==> config.mk <==
export PLATFORM = sky130hd
export DESIGN_NAME = if_fetch_stage
export DESIGN_NICKNAME = d
export VERILOG_FILES = /design/src/rtl/if_fetch_stage.sv
export SDC_FILE = /design/constraint.sdc
export NUM_CORES = 1
export LEC_CHECK = 0
export CAP_MARGIN = 25
export CORE_ASPECT_RATIO = 1.25
export CORE_UTILIZATION = 47
export CTS_BUF_LIST = sky130_fd_sc_hd__clkbuf_4 sky130_fd_sc_hd__clkbuf_8 sky130_fd_sc_hd__clkbuf_16
export CTS_CLUSTER_DIAMETER = 120
export CTS_CLUSTER_SIZE = 14
export DETAILED_ROUTE_END_ITERATION = 16
export GPL_ROUTABILITY_DRIVEN = 0
export PLACE_DENSITY = 0.8
export SLEW_MARGIN = 40
export SYNTH_ARGS = -nofsm -noshare
export SYNTH_HDL_FRONTEND = slang
export SYNTH_SLANG_ARGS = --single-unit
==> constraint.sdc <==
create_clock -name clk -period 4.09 [get_ports clk]
set_input_delay 1.0225 -clock clk [delete_from_list [all_inputs] [get_ports clk]]
set_output_delay 1.0225 -clock clk [all_outputs]
set_load 0.02 [all_outputs]
==> src/rtl/if_fetch_stage.sv <==
// Instruction-fetch stage with IF/ID pipeline register: drives the PC register,
// runs the imem request/ready handshake, buffers one fetch across ID stalls, flushes on redirect.
module if_fetch_stage #(
    parameter int unsigned size      = 32,
    parameter logic [31:0] NOP_INSTR = 32'h0000_0013
) (
    input  logic            clk,
    input  logic            reset,
    input  logic [size-1:0] pc_current,
    output logic [size-1:0] pc_next,
    output logic            pc_write_enable,
    input  logic            stall_id,
    input  logic            flush,
    input  logic [size-1:0] redirect_target,
    output logic            imem_req,
    output logic [size-1:0] imem_addr,
    input  logic [31:0]     imem_rdata,
    input  logic            imem_ready,
    output logic [size-1:0] if_id_pc,
    output logic [size-1:0] if_id_pc_plus4,
    output logic [31:0]     if_id_instr,
    output logic            if_id_valid
);

    localparam logic [size-1:0] PC_INC     = size'(4);
    localparam logic [size-1:0] ALIGN_MASK = ~size'(3);

    typedef enum logic {
        FETCH = 1'b0,
        HOLD  = 1'b1
    } state_t;

    // What the IF/ID register does at the next edge
    typedef enum logic [2:0] {
        LD_KEEP   = 3'd0,
        LD_FETCH  = 3'd1,
        LD_BUF    = 3'd2,
        LD_BUBBLE = 3'd3,
        LD_FLUSH  = 3'd4
    } ld_sel_t;

    state_t          state, state_nxt;
    ld_sel_t         ld_sel;
    logic            buf_capture;
    logic [size-1:0] hold_pc;
    logic [31:0]     hold_instr;

    assign imem_addr = pc_current;

    always_ff @(posedge clk or negedge reset) begin
        if (!reset) state <= FETCH;
        else        state <= state_nxt;
    end

    // Next state, PC control and IF/ID load selection; flush > stall > normal
    always_comb begin
        state_nxt       = state;
        pc_next         = pc_current + PC_INC;
        pc_write_enable = 1'b0;
        imem_req        = 1'b0;
        ld_sel          = LD_KEEP;
        buf_capture     = 1'b0;
        if (flush) begin
            pc_next         = redirect_target & ALIGN_MASK;
            pc_write_enable = 1'b1;
            ld_sel          = LD_FLUSH;
            state_nxt       = FETCH;
        end else begin
            case (state)
                FETCH: begin
                    imem_req = 1'b1;
                    if (imem_ready) begin
                        pc_write_enable = 1'b1;
                        if (stall_id) begin
                            buf_capture = 1'b1;
                            state_nxt   = HOLD;
                        end else begin
                            ld_sel = LD_FETCH;
                        end
                    end else if (!stall_id) begin
                        ld_sel = LD_BUBBLE;
                    end
                end
                HOLD: begin
                    if (!stall_id) begin
                        ld_sel    = LD_BUF;
                        state_nxt = FETCH;
                    end
                end
                default: state_nxt = FETCH;
            endcase
        end
    end

    // One-entry hold buffer; a flush discards its contents
    always_ff @(posedge clk or negedge reset) begin
        if (!reset) begin
            hold_pc    <= '0;
            hold_instr <= NOP_INSTR;
        end else if (ld_sel == LD_FLUSH) begin
            hold_pc    <= '0;
            hold_instr <= NOP_INSTR;
        end else if (buf_capture) begin
            hold_pc    <= pc_current;
            hold_instr <= imem_rdata;
        end
    end

    always_ff @(posedge clk or negedge reset) begin
        if (!reset) begin
            if_id_pc       <= '0;
            if_id_pc_plus4 <= '0;
            if_id_instr    <= NOP_INSTR;
            if_id_valid    <= 1'b0;
        end else begin
            case (ld_sel)
                LD_FETCH: begin
                    if_id_pc       <= pc_current;
                    if_id_pc_plus4 <= pc_current + PC_INC;
                    if_id_instr    <= imem_rdata;
                    if_id_valid    <= 1'b1;
                end
                LD_BUF: begin
                    if_id_pc       <= hold_pc;
                    if_id_pc_plus4 <= hold_pc + PC_INC;
                    if_id_instr    <= hold_instr;
                    if_id_valid    <= 1'b1;
                end
                LD_BUBBLE: begin
                    if_id_instr <= NOP_INSTR;
                    if_id_valid <= 1'b0;
                end
                LD_FLUSH: begin
                    if_id_pc       <= '0;
                    if_id_pc_plus4 <= '0;
                    if_id_instr    <= NOP_INSTR;
                    if_id_valid    <= 1'b0;
                end
                default: ;
            endcase
        end
    end

endmodule

==> results.cfg, run 1 <==
[status]
status = complete, no violations

[power]
switching_share_pct = 29.8
pwr-share-clk_pct = 36.1
combPwrFrac_pct = 21.7
pwr-share-seq_pct = 42.1
power.density_nw_per_um2 = 335
p_leak_nw = 5.48
ir_drop_mv = 0.248
p_switching_mw = 1.25
internal_power_mw = 2.94

[drt]
dr.first_iter.drc_count = 613
ant_nets = 0
vias = 8402
routed_wl_mm = 27.9
routedWlPerCell_um = 19.0
drc = 0
drt_first_pass_iters = 7
viasPerCell = 5.71

[layout]
antenna_cells = 0
layout_common_cells = 220 x clkdlybuf4s50_1, 191 x nand2_1, 154 x dfrtp_1
stdcell_area_sq_um = 12500
fin_nets = 1334
multi_input_area_sq_um = 4250
final-seq-area_sq_um = 4010
syn_to_final_growth_pct = 44.8
layout_commonest_cell = clkdlybuf4s50_1
drive_gt1_share_pct = 18.3
fillers = 1404

[logic_synthesis]
synth_warnings = 0
avgSynthCellArea_sq_um = 9.12
netlist_area_sq_um = 8650
synthArstFlopShare_pct = 100
synthCells = 949
synth_nets = 1052
ys_seq_area_share_pct = 46.4
synth_cell_types = 50
ys_ff_latch = 160
synth_edf_count = 0
ys.flop_type = dfrtp_1

[global_routing]
grt-ovfl-total = 0
grt_max_degree = 97
grt_pass1_vias = 8171
antenna_found_initial = 0
grt_usage_pct = 30.0
grt_pass1_wl_mm = 43.6

[floorplan]
num_rows = 55
coreArea_sq_um = 18000
start_util_pct = 48.0
die_width_um = 123
die_area_sq_um = 19000
die_y_um = 154
ios = 264

[critical_path]
cp-startpoint = pc_current[15]
r2r_end = if_id_pc_plus4[22]$_DFFE_PN0P_
required_ns = 4.39
critPathLaunchType = input port
critPathMaxFanout = 4
setup.worst_path.end = if_id_pc_plus4[27]$_DFFE_PN0P_
cp_data_arrival_time_ns = 4.33
r2r_start = hold_pc[2]$_DFFE_PN0P_
crit_type = in2reg
end_kind = flop
rr_worst_depth = 6
ff2ff_setup_slack_ns = 1.58

[clock_network]
cts_htree_levels = 4
root_buffer = clkbuf_16
insertion_delay_ns = 0.42
cts_tree = built
cts_hold_repair.buffers = 0
clock_path_buffers = 2
cts_buffers = 17
clock_sinks = 160
path_clk_slew_ns = 0.06

[sta]
hold_violations = 0
whs_ns = 0.479
fmax_ghz = 0.248
maxSlewHeadroom_pct = 47.3
rsz0062_at_grt = no
fin_crit_sh_pct = 98.4
finalMaxSlewViolations = 0
setup_viol = 0
worstMarginPinSlew_ns = 0.789
finalCriticalPeriod_ns = 4.02
finClkSkew_ns = 0.00988

[place]
io_buffer_count = 261
dpl_cell_area_sq_um = 11700
dp_hpwl_mm = 19.1

[job]
cap_viol_max_count = 0

[min_path]
min_path_type = reg2reg
[timing repair]
action / in CTS / in global routing
pin swaps: 14 / 10
resized for setup: 91 / 21
endpoints found under the setup margin: 25 / 22
cloned: 0 / 0
buffers inserted: 20 / 2
[synth_stat cells (all sizes together), types with 6 or more instances]
| library cell | n | area (sq um) |
|---|---|---|
| nor4 | 13 | 106 |
| inv | 12 | 45.0 |
| nand2 | 192 | 721 |
| nand3 | 22 | 123 |
| buf | 48 | 323 |
| nand4 | 20 | 144 |
| mux2i | 33 | 330 |
| or4 | 7 | 56.3 |
| xnor2 | 29 | 254 |
| a221o | 18 | 180 |
| mux2 | 24 | 270 |
| nor3 | 9 | 50.1 |
| a21oi | 48 | 240 |
| nor2 | 61 | 229 |
| o31ai | 46 | 345 |
| xor2 | 16 | 140 |
| clkbuf | 56 | 210 |
| a22oi | 28 | 210 |
| dfrtp | 154 | 3850 |
| and4 | 6 | 53.8 |
| o21ai | 65 | 325 |
| o211ai | 6 | 45.0 |
| dfstp | 6 | 158 |
[critical path, cell delays in order]
cell,delay [ns]
dlygate4sd2_1,0.25
nand3_2,0.11
or4_4,0.59
buf_6,0.17
nor4_4,0.23
xor2_1,0.12
buf_4,0.15
buf_4,0.13
buf_4,0.13
buf_4,0.12
buf_4,0.12
buf_4,0.12
buf_4,0.12
buf_4,0.12
buf_4,0.12
buf_4,0.13
buf_4,0.12
buf_4,0.13
a221o_1,0.32
[flip-flops by register name, summed over array words and instances (netlist names)]
signal / cells
hold_instr: 32
hold_pc: 32
if_id_instr: 32
if_id_pc: 32
if_id_pc_plus4: 30
if_id_valid: 1
state: 1
[area by class of cell]
class | count | share of cell area, %
Multi-Input combinational cell | 673 | 33.9
Sequential cell | 160 | 32.0
Timing Repair Buffer | 367 | 26.9
Clock buffer | 20 | 3.67
Tap cell | 228 | 2.28
Clock inverter | 12 | 0.799
Inverter | 12 | 0.369
[power by group through the flow]
stage               clock network (mW)  registers [mW]  logic [mW]
finish                            1.52            1.77       0.912
global route                      1.60            1.78       0.976
CTS                               1.54            1.77       0.913
detailed placement                   0            1.79       0.908
global placement                     0            1.79       0.894
floorplan                            0            1.86       0.341
[how the worst min path moves through the flow]
stage                             startpoint                            end  slack, ns  cells past startpoint
6_report       if_id_pc_plus4[6]$_DFFE_PN0P_  if_id_pc_plus4[6]$_DFFE_PN0P_       0.48                      2
5_1_grt             if_id_pc[20]$_DFFE_PN0P_       if_id_pc[20]$_DFFE_PN0P_       0.49                      2
4_1_cts              if_id_pc[2]$_DFFE_PN0P_        if_id_pc[2]$_DFFE_PN0P_       0.48                      2
3_5_place_dp        if_id_pc[28]$_DFFE_PN0P_       if_id_pc[28]$_DFFE_PN0P_       0.47                      2
3_3_place_gp   if_id_pc_plus4[6]$_DFFE_PN0P_  if_id_pc_plus4[6]$_DFFE_PN0P_       0.45                      2
2_1_floorplan     hold_instr[29]$_DFFE_PN0P_    if_id_instr[29]$_DFFE_PN0P_       0.46                      2
[cells by family after synthesis]
| group | synth area share [%] |
|---|---|
| multiplexers | 6.94 |
| AND/OR/NAND/NOR | 18.4 |
| adder cells (fa/ha/maj) | 0.289 |
| AO/OA/AOI/OAI | 16.8 |
| flip-flops | 46.4 |
| XOR/XNOR | 4.56 |
| buffers and inverters | 6.68 |
[through the flow]
stage / setup WS (ns) / TNS, ns / std cells / power, mW / util, %
6_report: 0.0653 / 0 / 1472 / 4.19 / 69.5
5_1_grt: 0.00531 / 0 / 1472 / 4.36 / 69.5
4_1_cts: -0.00841 / -0.0247 / 1470 / 4.22 / 69.3
3_5_place_dp: -0.645 / -9.78 / 1418 / 2.70 / 64.9
3_3_place_gp: -0.575 / -9.27 / 1418 / 2.68 / 64.9
2_1_floorplan: 0.396 / 0 / 949 / 2.20 / -
[layer usage]
metal,global-route usage (%),vias up,share of wire (%)
met2,49.6,349,50
met4,13.6,0,3.0
li1,-,3895,-
met5,0,-,0
met1,36.7,4095,40
met3,6.94,63,6.7
(Power assumes the default switching activity.)
==> run 2, diff against run 1 <==
--- a/config.mk
+++ b/config.mk
@@ -7,13 +7,13 @@
 export LEC_CHECK = 0
 export CAP_MARGIN = 25
 export CORE_ASPECT_RATIO = 1.25
-export CORE_UTILIZATION = 47
+export CORE_UTILIZATION = 48
 export CTS_BUF_LIST = sky130_fd_sc_hd__clkbuf_4 sky130_fd_sc_hd__clkbuf_8 sky130_fd_sc_hd__clkbuf_16
 export CTS_CLUSTER_DIAMETER = 120
 export CTS_CLUSTER_SIZE = 14
 export DETAILED_ROUTE_END_ITERATION = 16
 export GPL_ROUTABILITY_DRIVEN = 0
-export PLACE_DENSITY = 0.8
+export PLACE_DENSITY = 0.82
 export SLEW_MARGIN = 40
 export SYNTH_ARGS = -nofsm -noshare
 export SYNTH_HDL_FRONTEND = slang
==> results.cfg, run 2 (synthesis results as in run 1) <==
[status]
status = finished, violations left
violations = setup timing

[clock_network]
insertion_delay_ns = 0.43
root_buffer = clkbuf_16
cts_buffers = 17
cts_tree = built
clock_sinks = 160
cts_htree_levels = 4
clock_path_buffers = 2
path_clk_slew_ns = 0.06

[floorplan]
die_y_um = 152
ios = 264
die_area_sq_um = 18600
start_util_pct = 49.2
coreArea_sq_um = 17600
num_rows = 54
die_width_um = 122

[layout]
fillers = 1292
final-seq-area_sq_um = 4010
layout_commonest_cell = clkdlybuf4s50_1
antenna_cells = 0
stdcell_area_sq_um = 12700
syn_to_final_growth_pct = 46.6
layout_common_cells = 218 x clkdlybuf4s50_1, 191 x nand2_1, 154 x dfrtp_1
fin_nets = 1338
utilization_pct = 72.2
multi_input_area_sq_um = 4290
drive_gt1_share_pct = 18.4
final_cells = 1472

[sta]
fin_crit_sh_pct = 100
maxSlewHeadroom_pct = 47.7
finalMaxSlewViolations = 0
setup_viol = 1
finClkSkew_ns = 0.0141
worstMarginPinSlew_ns = 0.782
hold_violations = 0
finalCriticalPeriod_ns = 4.10
fin_ws_ns = -0.0149
fmax_ghz = 0.244

[power]
p_leak_nw = 5.57
power.density_nw_per_um2 = 340
ir_drop_mv = 0.302
total_power_mw = 4.31

[critical_path]
r2r_end = if_id_pc_plus4[24]$_DFFE_PN0P_
ff2ff_setup_slack_ns = 1.53
crit_type = in2out
r2r_start = hold_pc[2]$_DFFE_PN0P_
cp_data_arrival_time_ns = 3.08
rr_worst_depth = 6
critPathMaxFanout = 5
required_ns = 3.07
end_kind = output pin
critPathLaunchType = input port
cp-startpoint = pc_current[11]

[place]
dp_hpwl_mm = 18.8
dpl_cell_area_sq_um = 11700
dp.cells = 1414
io_buffer_count = 261

[drt]
ant_nets = 0
routed_wl_mm = 28.6
viasPerCell = 5.82
drc = 0
highest_layer = met5
wl_met2_mm = 14.1
routedWlPerCell_um = 19.5
dr.first_iter.drc_count = 601
drt-met1-wl_mm = 11.1
drt_first_pass_iters = 6
vias = 8573
met3WireLength_mm = 2.28

[min_path]
min_path_type = reg2reg
hold_end = if_id_pc[18]$_DFFE_PN0P_
worstHoldStart = if_id_pc[18]$_DFFE_PN0P_
hold_depth = 2

[global_routing]
grt_max_degree = 97
grt_usage_pct = 30.8
grt_pass1_wl_mm = 44.5
grt-ovfl-total = 0
grt_pass1_vias = 8436
antenna_found_initial = 1

[job]
cap_viol_max_count = 0
[run 2: cell type report]
cell class / count / area share, %
Timing Repair Buffer: 371 / 27.2
Sequential cell: 160 / 31.6
Multi-Input combinational cell: 673 / 33.9
Clock buffer: 21 / 3.69
Clock inverter: 11 / 1.02
Inverter: 12 / 0.365
Tap cell: 224 / 2.21
[run 2: worst max-delay path by stage]
stage	to	slack, ns	cells past startpoint
after floorplan	pc_next[20]	0.40	6
after global routing	pc_next[29]	-0.06	8
after global placement	pc_next[27]	-0.58	7
after detailed placement	pc_next[27]	-0.65	7
final	pc_next[29]	-0.01	8
after CTS	pc_next[28]	0.001	8
[run 2: what timing repair did]
item                                    4_1_cts  5_1_grt
pin swaps                                    15       14
gates resized for setup                      80       31
endpoints found under the setup margin       25       18
hold buffers                                  0        0
buffers inserted                             23        3
[run 2: power breakdown]
part	switching [mW]	leakage [nW]	internal, mW
logic	0.495	3.17	0.429
registers	0.0788	2.11	1.69
clock network	0.663	0.291	0.951
total	1.24	5.57	3.07
[run 2: metal layers]
metal  track usage, %  up-vias
met5                0        -
met4             13.4        2
met3             7.47       93
met2             51.0      424
met1             37.8     4143
li1                 -     3911
[run 2: stage by stage]
| step | hold slack [ns] | TNS [ns] | setup slack, ns |
|---|---|---|---|
| floorplan | 0.461 | 0 | 0.396 |
| global placement | 0.458 | -8.05 | -0.577 |
| detailed placement | 0.465 | -8.65 | -0.647 |
| CTS | 0.479 | 0 | 0.00135 |
| global route | 0.507 | -0.0719 | -0.0625 |
| finish | 0.476 | -0.0149 | -0.0149 |
[run 2: critical path, cell delays in order]
cell and delay (ns):
dlygate4sd2_1 0.22, nand4_2 0.16, or4_4 0.65, buf_6 0.17, nor4_4 0.14, xor2_1 0.32, mux2_2 0.26, buf_4 0.14
==> run 3, diff against run 2 <==
--- a/config.mk
+++ b/config.mk
@@ -5,7 +5,6 @@
 export SDC_FILE = /design/constraint.sdc
 export NUM_CORES = 1
 export LEC_CHECK = 0
-export CAP_MARGIN = 25
 export CORE_ASPECT_RATIO = 1.25
 export CORE_UTILIZATION = 48
 export CTS_BUF_LIST = sky130_fd_sc_hd__clkbuf_4 sky130_fd_sc_hd__clkbuf_8 sky130_fd_sc_hd__clkbuf_16
==> results of run 3 <==
The final DEF is identical to that of run 2; final timing and power are the same.
